<file path="src/rtl/mysystem_seg7_pkg.sv">
// Shared definitions for the multiplexed 7-segment scan controller:
// scan state encoding, hex-to-segment table and pin polarity helper.
package mysystem_seg7_pkg;

  typedef enum logic [1:0] {
    ST_IDLE  = 2'd0,
    ST_BLANK = 2'd1,
    ST_SHOW  = 2'd2
  } scan_state_t;

  // Logical (active-high) segment patterns, bit order {g,f,e,d,c,b,a}.
  localparam logic [6:0] HEX_SEG_TABLE [16] = '{
    7'h3F, 7'h06, 7'h5B, 7'h4F, 7'h66, 7'h6D, 7'h7D, 7'h07,
    7'h7F, 7'h6F, 7'h77, 7'h7C, 7'h39, 7'h5E, 7'h79, 7'h71
  };

  // Level a pin rests at when it is not lighting/selecting anything.
  function automatic logic inactive_level(input int active_low);
    return (active_low != 0);
  endfunction

endpackage

</file>
<file path="src/rtl/mysystem_hex_to_seg7.sv">
// Combinational nibble to logical gfedcba decoder (active-high segments).
module mysystem_hex_to_seg7
  import mysystem_seg7_pkg::*;
(
  input  logic [3:0] nibble,
  output logic [6:0] seg
);

  assign seg = HEX_SEG_TABLE[nibble];

endmodule

</file>
<file path="src/rtl/mysystem_seg7_scan_ctrl.sv">
// 8-digit multiplexed 7-segment scan controller with per-frame snapshot.
// Optional build macro SEG7_LEADING_ZERO_BLANK_EN blanks leading-zero digits.
module mysystem_seg7_scan_ctrl
  import mysystem_seg7_pkg::*;
#(
  parameter int NUM_DIGITS     = 8,
  parameter int SCAN_DIV       = 50000,
  parameter int BLANK_CYCLES   = 500,
  parameter int SEG_ACTIVE_LOW = 1,
  parameter int DIG_ACTIVE_LOW = 1
) (
  input  logic                    clk,
  input  logic                    reset_n,
  input  logic [4*NUM_DIGITS-1:0] disp_data,
  input  logic [NUM_DIGITS-1:0]   dp_mask,
  input  logic                    enable,
  output logic [6:0]              seg,
  output logic                    dp,
  output logic [NUM_DIGITS-1:0]   dig_sel,
  output logic                    frame_start
);

  localparam int CNT_W = $clog2(SCAN_DIV);
  localparam int IDX_W = $clog2(NUM_DIGITS);

  localparam logic SEG_OFF = inactive_level(SEG_ACTIVE_LOW);
  localparam logic DIG_OFF = inactive_level(DIG_ACTIVE_LOW);

  localparam logic [CNT_W-1:0] CNT_LAST  = CNT_W'(SCAN_DIV - 1);
  localparam logic [CNT_W-1:0] CNT_BLANK = CNT_W'(BLANK_CYCLES);
  localparam logic [IDX_W-1:0] IDX_LAST  = IDX_W'(NUM_DIGITS - 1);

  if (NUM_DIGITS < 2 || NUM_DIGITS > 8) begin : g_bad_num_digits
    $error("NUM_DIGITS must be in 2..8");
  end
  if (BLANK_CYCLES < 1 || SCAN_DIV <= BLANK_CYCLES) begin : g_bad_timing
    $error("need 1 <= BLANK_CYCLES < SCAN_DIV");
  end

  scan_state_t               state_q, state_d;
  logic [CNT_W-1:0]          cnt_q, cnt_d;
  logic [IDX_W-1:0]          idx_q, idx_d;
  logic [4*NUM_DIGITS-1:0]   snap_data_q, snap_data_d;
  logic [NUM_DIGITS-1:0]     snap_dp_q, snap_dp_d;
  logic [NUM_DIGITS-1:0]     lz_blank_q, lz_blank_d;
  logic [6:0]                seg_q, seg_d;
  logic                      dp_q, dp_d;
  logic [NUM_DIGITS-1:0]     dig_sel_q, dig_sel_d;
  logic                      frame_start_q, frame_start_d;

  logic                      capture;
  logic [NUM_DIGITS-1:0]     lz_blank_calc;
  logic [3:0]                cur_nibble;
  logic                      cur_dp;
  logic                      cur_lz;
  logic [NUM_DIGITS-1:0]     dig_onehot;
  logic [6:0]                seg_logical;

  // The frame snapshot is taken at the very first cycle of digit 0's slot,
  // which is always a blanked cycle, so the display never tears.
  assign capture = enable && (idx_q == '0) && (cnt_q == '0);

`ifdef SEG7_LEADING_ZERO_BLANK_EN
  genvar gi;
  for (gi = 0; gi < NUM_DIGITS; gi++) begin : g_lz
    if (gi == 0) begin : g_lsd
      assign lz_blank_calc[gi] = 1'b0;
    end else begin : g_upper
      assign lz_blank_calc[gi] = ~|disp_data[4*NUM_DIGITS-1:4*gi];
    end
  end
`else
  assign lz_blank_calc = '0;
`endif

  always_comb begin
    cnt_d   = '0;
    idx_d   = '0;
    state_d = ST_IDLE;
    if (enable) begin
      if (cnt_q == CNT_LAST) begin
        cnt_d = '0;
        idx_d = (idx_q == IDX_LAST) ? '0 : idx_q + IDX_W'(1);
      end else begin
        cnt_d = cnt_q + CNT_W'(1);
        idx_d = idx_q;
      end
      // state_q always describes the slot position held in cnt_q/idx_q.
      state_d = (cnt_d < CNT_BLANK) ? ST_BLANK : ST_SHOW;
    end
  end

  always_comb begin
    snap_data_d   = snap_data_q;
    snap_dp_d     = snap_dp_q;
    lz_blank_d    = lz_blank_q;
    frame_start_d = capture;
    if (capture) begin
      snap_data_d = disp_data;
      snap_dp_d   = dp_mask;
      lz_blank_d  = lz_blank_calc;
    end
  end

  always_comb begin
    cur_nibble = '0;
    cur_dp     = 1'b0;
    cur_lz     = 1'b0;
    dig_onehot = '0;
    for (int i = 0; i < NUM_DIGITS; i++) begin
      if (idx_q == IDX_W'(i)) begin
        cur_nibble    = snap_data_q[4*i +: 4];
        cur_dp        = snap_dp_q[i];
        cur_lz        = lz_blank_q[i];
        dig_onehot[i] = 1'b1;
      end
    end
  end

  mysystem_hex_to_seg7 u_hex_to_seg7 (
    .nibble (cur_nibble),
    .seg    (seg_logical)
  );

  always_comb begin
    seg_d     = {7{SEG_OFF}};
    dp_d      = SEG_OFF;
    dig_sel_d = {NUM_DIGITS{DIG_OFF}};
    if (state_q == ST_SHOW) begin
      dig_sel_d = dig_onehot ^ {NUM_DIGITS{DIG_OFF}};
      seg_d     = cur_lz ? {7{SEG_OFF}} : (seg_logical ^ {7{SEG_OFF}});
      dp_d      = cur_dp ^ SEG_OFF;
    end
  end

  always_ff @(posedge clk or negedge reset_n) begin
    if (!reset_n) begin
      state_q       <= ST_IDLE;
      cnt_q         <= '0;
      idx_q         <= '0;
      snap_data_q   <= '0;
      snap_dp_q     <= '0;
      lz_blank_q    <= '0;
      seg_q         <= {7{SEG_OFF}};
      dp_q          <= SEG_OFF;
      dig_sel_q     <= {NUM_DIGITS{DIG_OFF}};
      frame_start_q <= 1'b0;
    end else begin
      state_q       <= state_d;
      cnt_q         <= cnt_d;
      idx_q         <= idx_d;
      snap_data_q   <= snap_data_d;
      snap_dp_q     <= snap_dp_d;
      lz_blank_q    <= lz_blank_d;
      seg_q         <= seg_d;
      dp_q          <= dp_d;
      dig_sel_q     <= dig_sel_d;
      frame_start_q <= frame_start_d;
    end
  end

  assign seg         = seg_q;
  assign dp          = dp_q;
  assign dig_sel     = dig_sel_q;
  assign frame_start = frame_start_q;

endmodule

</file>
<file path="config.mk">
export PLATFORM = sky130hd
export DESIGN_NAME = mysystem_seg7_scan_ctrl
export DESIGN_NICKNAME = d
export VERILOG_FILES = /design/src/rtl/mysystem_seg7_pkg.sv /design/src/rtl/mysystem_hex_to_seg7.sv /design/src/rtl/mysystem_seg7_scan_ctrl.sv
export SDC_FILE = /design/constraint.sdc
export NUM_CORES = 1
export LEC_CHECK = 0
export CORE_AREA = 2 2 95 120
export CTS_BUF_LIST = sky130_fd_sc_hd__clkbuf_8
export CTS_CLUSTER_SIZE = 28
export DETAILED_ROUTE_END_ITERATION = 8
export DIE_AREA = 0 0 97 122
export PLACE_DENSITY = 0.59
export RECOVER_POWER = 100
export REMOVE_ABC_BUFFERS = 1
export SLEW_MARGIN = 20
export SYNTH_ARGS = -nofsm -noshare
export SYNTH_HDL_FRONTEND = slang
export SYNTH_HIERARCHICAL = 1
export SYNTH_SLANG_ARGS = --single-unit
</file>
<file path="constraint.sdc">
create_clock -name clk -period 3.8 [get_ports clk]
set_input_delay 0.76 -clock clk [delete_from_list [all_inputs] [get_ports clk]]
set_output_delay 0.76 -clock clk [all_outputs]
set_load 0.02 [all_outputs]
</file>
==> key figures <==
Critical path
  – Worst path depth: 13
  – Crit start category: register
  – Reg-to-Reg End: seg[3]
  – R2r startpoint: idx_q[1]
  – Crit-path max cell delay: 0.57 ns
  – CP Buf/Inv Count: 3
  – Arr. time, crit path: 3.55 ns
  – Crit-path cells: inv_1 > ha_1 > nand3b_1 > a21oi_1 > a21oi_1 > nor3_1 > a2111oi_0 > a21oi_1 > inv_1 > ha_1 > inv_1 > mux4_1 > nand2_1
  – CP required: 4.10 ns
  – Crit. End Element: register
  – Worst R2R Setup Slack: 0.54 ns
  – Critical path fanouts, max: 20
  – Slowest CP cell: ha_1
  – Top Family by Delay on Critical Path: compound AO/OA/AOI/OAI gates
  – R2r worst-path depth: 13
  – CP Class: reg2reg

Yosys
  – List of most frequent post-synthesis cells: dfrtp_1 (62), nand2_1 (38), mux2_2 (37)
  – Most frequent cell after synthesis: dfrtp_1
  – Post-Synth Adder-Cell Area: 0.0448
  – Gate Count Post-Synth: 395
  – Synth Area in Simple Gates: 0.181
  – Complex-gate fraction of the synthesized area: 0.106
  – Mapped Area: 4190 sq um
  – Ranking of synthesized cells by area: dfrtp_1 (37%), dfstp_2 (10%), mux2_2 (9.9%)
  – Warnings, synthesis: 6
  – Fraction of the yosys area taken by sequential cells: 0.471
  – Largest family of logic cells by synthesized area: simple AND/OR/NAND/NOR gates
  – Yosys cell types: 64
  – Number of synthesized register bits: 78
  – XOR/XNOR share of the synthesized area: 0.0251
  – Multiplexer share of the synthesized area: 0.118
  – Post-synth top area share: 0.370
  – Main synth FF type: dfrtp_1
  – Synth async-reset ratio: 1.00
  – Post-synth EDFFs: 0
  – Dominant cell type by area after synthesis: dfrtp_1
  – Mean area per synthesized cell: 10.6 sq um

Power
  – Leak: 1.96 nW
  – Switching Fraction: 0.266
  – Peak VDD IR: 0.191 mV
  – Register share of total power: 0.491
  – Power density over cell area: 412 nW/um^2
  – Combinational share of power: 0.194
  – Tot Pwr: 2.06 mW
  – Psw: 0.548 mW
  – Int Power: 1.51 mW
  – Clk pwr share: 0.316

STA
  – Worst Tran Pin Value: 1.70 ns
  – Endpoints failing setup: 0
  – Fin crit share: 0.858
  – Fin Setup TNS: 0 ns
  – Final Max Tran Viols: 33
  – Fmax achieved: 307 MHz
  – RSZ-0062 raised after global routing: no
  – Clock Skew: 0.0116 ns
  – Minimum clock period: 3.26 ns
  – Fin. Hold Viols: 0
  – Slew HR: -0.137

Place
  – Dpl hpwl: 6690 um
  – Placer Congestion: 0.851
  – Port Buf Inserts: 59

Clock network
  – Cell chosen for the clock root: clkbuf_8
  – Clock tree buffer depth: 2
  – Clock H-tree levels: 3
  – Cts-stage hold buffer count: 0
  – Clock Sinks: 78
  – # Post-CTS Setup Buffers: 0
  – CTS clk-pin slew, worst paths: 0.08 ns
  – Clock Latency Late Sink: 0.36 ns
  – TritonCTS Buffers: 9
  – Resized Gates After CTS: 0
  – CTS tree: yes

GRT
  – Total congestion overflow: 0
  – Initial antenna violation count: 0
  – Largest net degree at the start of global routing: 79
  – Vias in the first global route: 3162
  – Tot GR Track Use: 0.167
  – First-pass GRT wire length: 15700 um

Hold path
  – Hold worst-path end: dp
  – Hold_sp: snap_dp_q[7]
  – Hold depth: 1
  – Hold Crit Class: reg2reg

Routing
  – Vias per cell: 5.27
  – Initial drt markers: 116
  – ANT nets after route: 0
  – Router iterations before antenna repair: 4
  – WL per Instance: 16.1 um
  – Routed WL: 9360 um
  – Drc violations: 0
  – Via count: 3072

Cells and area
  – Final #Nets: 501
  – ANT cells: 0
  – Fin util: 0.462
  – Fill cells: 1065
  – Proportion of layout cells with a drive suffix above 1: 0.188
  – Area delta synth->final: 19.2%

Run status
  – Failing checks: max-capacitance violations, max-slew violations
  – Outcome: finished with violations

Floorplanning
  – Die footprint: 11800 sq um
  – Core ar.: 10800 sq um
  – Cell Rows: 43
  – Initial Util: 0.387
  – I/O pin cnt: 60
  – Die extent in y: 122 um
  – Die X-Extent: 97 um

Job
  – Max Cap Viol: 1
## layout make-up
cell class                      instances  area, sq um  share of cell area
Tap cell                              135          169              0.0338
Clock inverter                          4         46.3             0.00927
Sequential cell                        78         1970               0.395
Inverter                               19         71.3              0.0143
Clock buffer                           12          165              0.0331
Timing Repair Buffer                   64          613               0.123
Multi-Input combinational cell        271         1960               0.392
## power groups by stage
| stage | combinational [mW] | clock [mW] | sequential (mW) |
|---|---|---|---|
| after floorplan | 0.275 | 0 | 0.995 |
| after global placement | 0.393 | 0 | 1.03 |
| after detailed placement | 0.405 | 0 | 1.03 |
| after CTS | 0.407 | 0.672 | 1.01 |
| after global routing | 0.446 | 0.706 | 1.02 |
| final | 0.399 | 0.650 | 1.01 |
## worst max-delay path by stage
stage / startpoint / endpoint / slack (ns)
6_report: idx_q[1] / seg[3] / 0.54
4_1_cts: idx_q[0] / seg[3] / 0.51
5_1_grt: idx_q[1] / seg[3] / 0.24
3_3_place_gp: idx_q[0] / seg[3] / 0.67
2_1_floorplan: idx_q[0] / seg[3] / 0.32
3_5_place_dp: idx_q[0] / seg[3] / 0.55
## layout by cell type, fill, tap and decap left out, types with 3 or more instances in the layout
cell type,Yosys,final
and3_1,3,3
clkbuf_8,0,12
inv_1,19,20
xor2_1,6,6
nor2b_1,8,8
mux2i_1,4,4
a21oi_1,19,19
nand3_1,10,10
dlygate4sd3_1,0,18
nand4_1,5,5
and2_1,7,5
mux2_2,37,37
nand3b_1,3,3
o21ai_0,11,12
nor4_1,4,5
clkdlybuf4s50_1,0,40
nand2b_1,3,3
a221oi_1,3,3
a211oi_1,5,5
dfrtp_1,62,62
ha_1,15,15
dfstp_2,16,16
nor2_1,21,21
nand2_1,38,39
xnor2_1,6,6
or3_1,5,5
nor3_1,13,14
## logic make-up (layout without fill, tap and decap cells)
group,Yosys count,count (layout)
xor+xnor,12,12
compound gates,65,65
flops,78,78
mux,43,43
fa+ha+maj,15,15
simple gates,136,136
buf+inv,46,99
## registers in the layout, indices dropped and copies added (netlist names)
register	flops
snap_dp_q	8
state_q	2
seg	7
frame_start	1
cnt_q	16
dig_sel	8
dp	1
idx_q	3
snap_data_q	32
## layer usage
layer | track usage | vias to the layer above | part of all wire
met1 | 0.198 | 1508 | 0.41
met5 | 0 | - | 0
met4 | 0.0537 | 0 | 0.017
li1 | - | 1481 | -
met3 | 0.0430 | 14 | 0.039
met2 | 0.298 | 69 | 0.53
## stage by stage
step | std cells | setup WS [ns] | instance area [sq um] | hold slack, ns
6_report | 583 | 0.541 | 4990 | 0.476
5_1_grt | 583 | 0.244 | 4990 | 0.498
4_1_cts | 582 | 0.513 | 5040 | 0.476
3_5_place_dp | 566 | 0.555 | 4830 | 0.462
3_3_place_gp | 566 | 0.675 | 4830 | 0.467
2_1_floorplan | 368 | 0.317 | 4030 | 0.412
No activity file was read; power rests on OpenSTA's default activity.
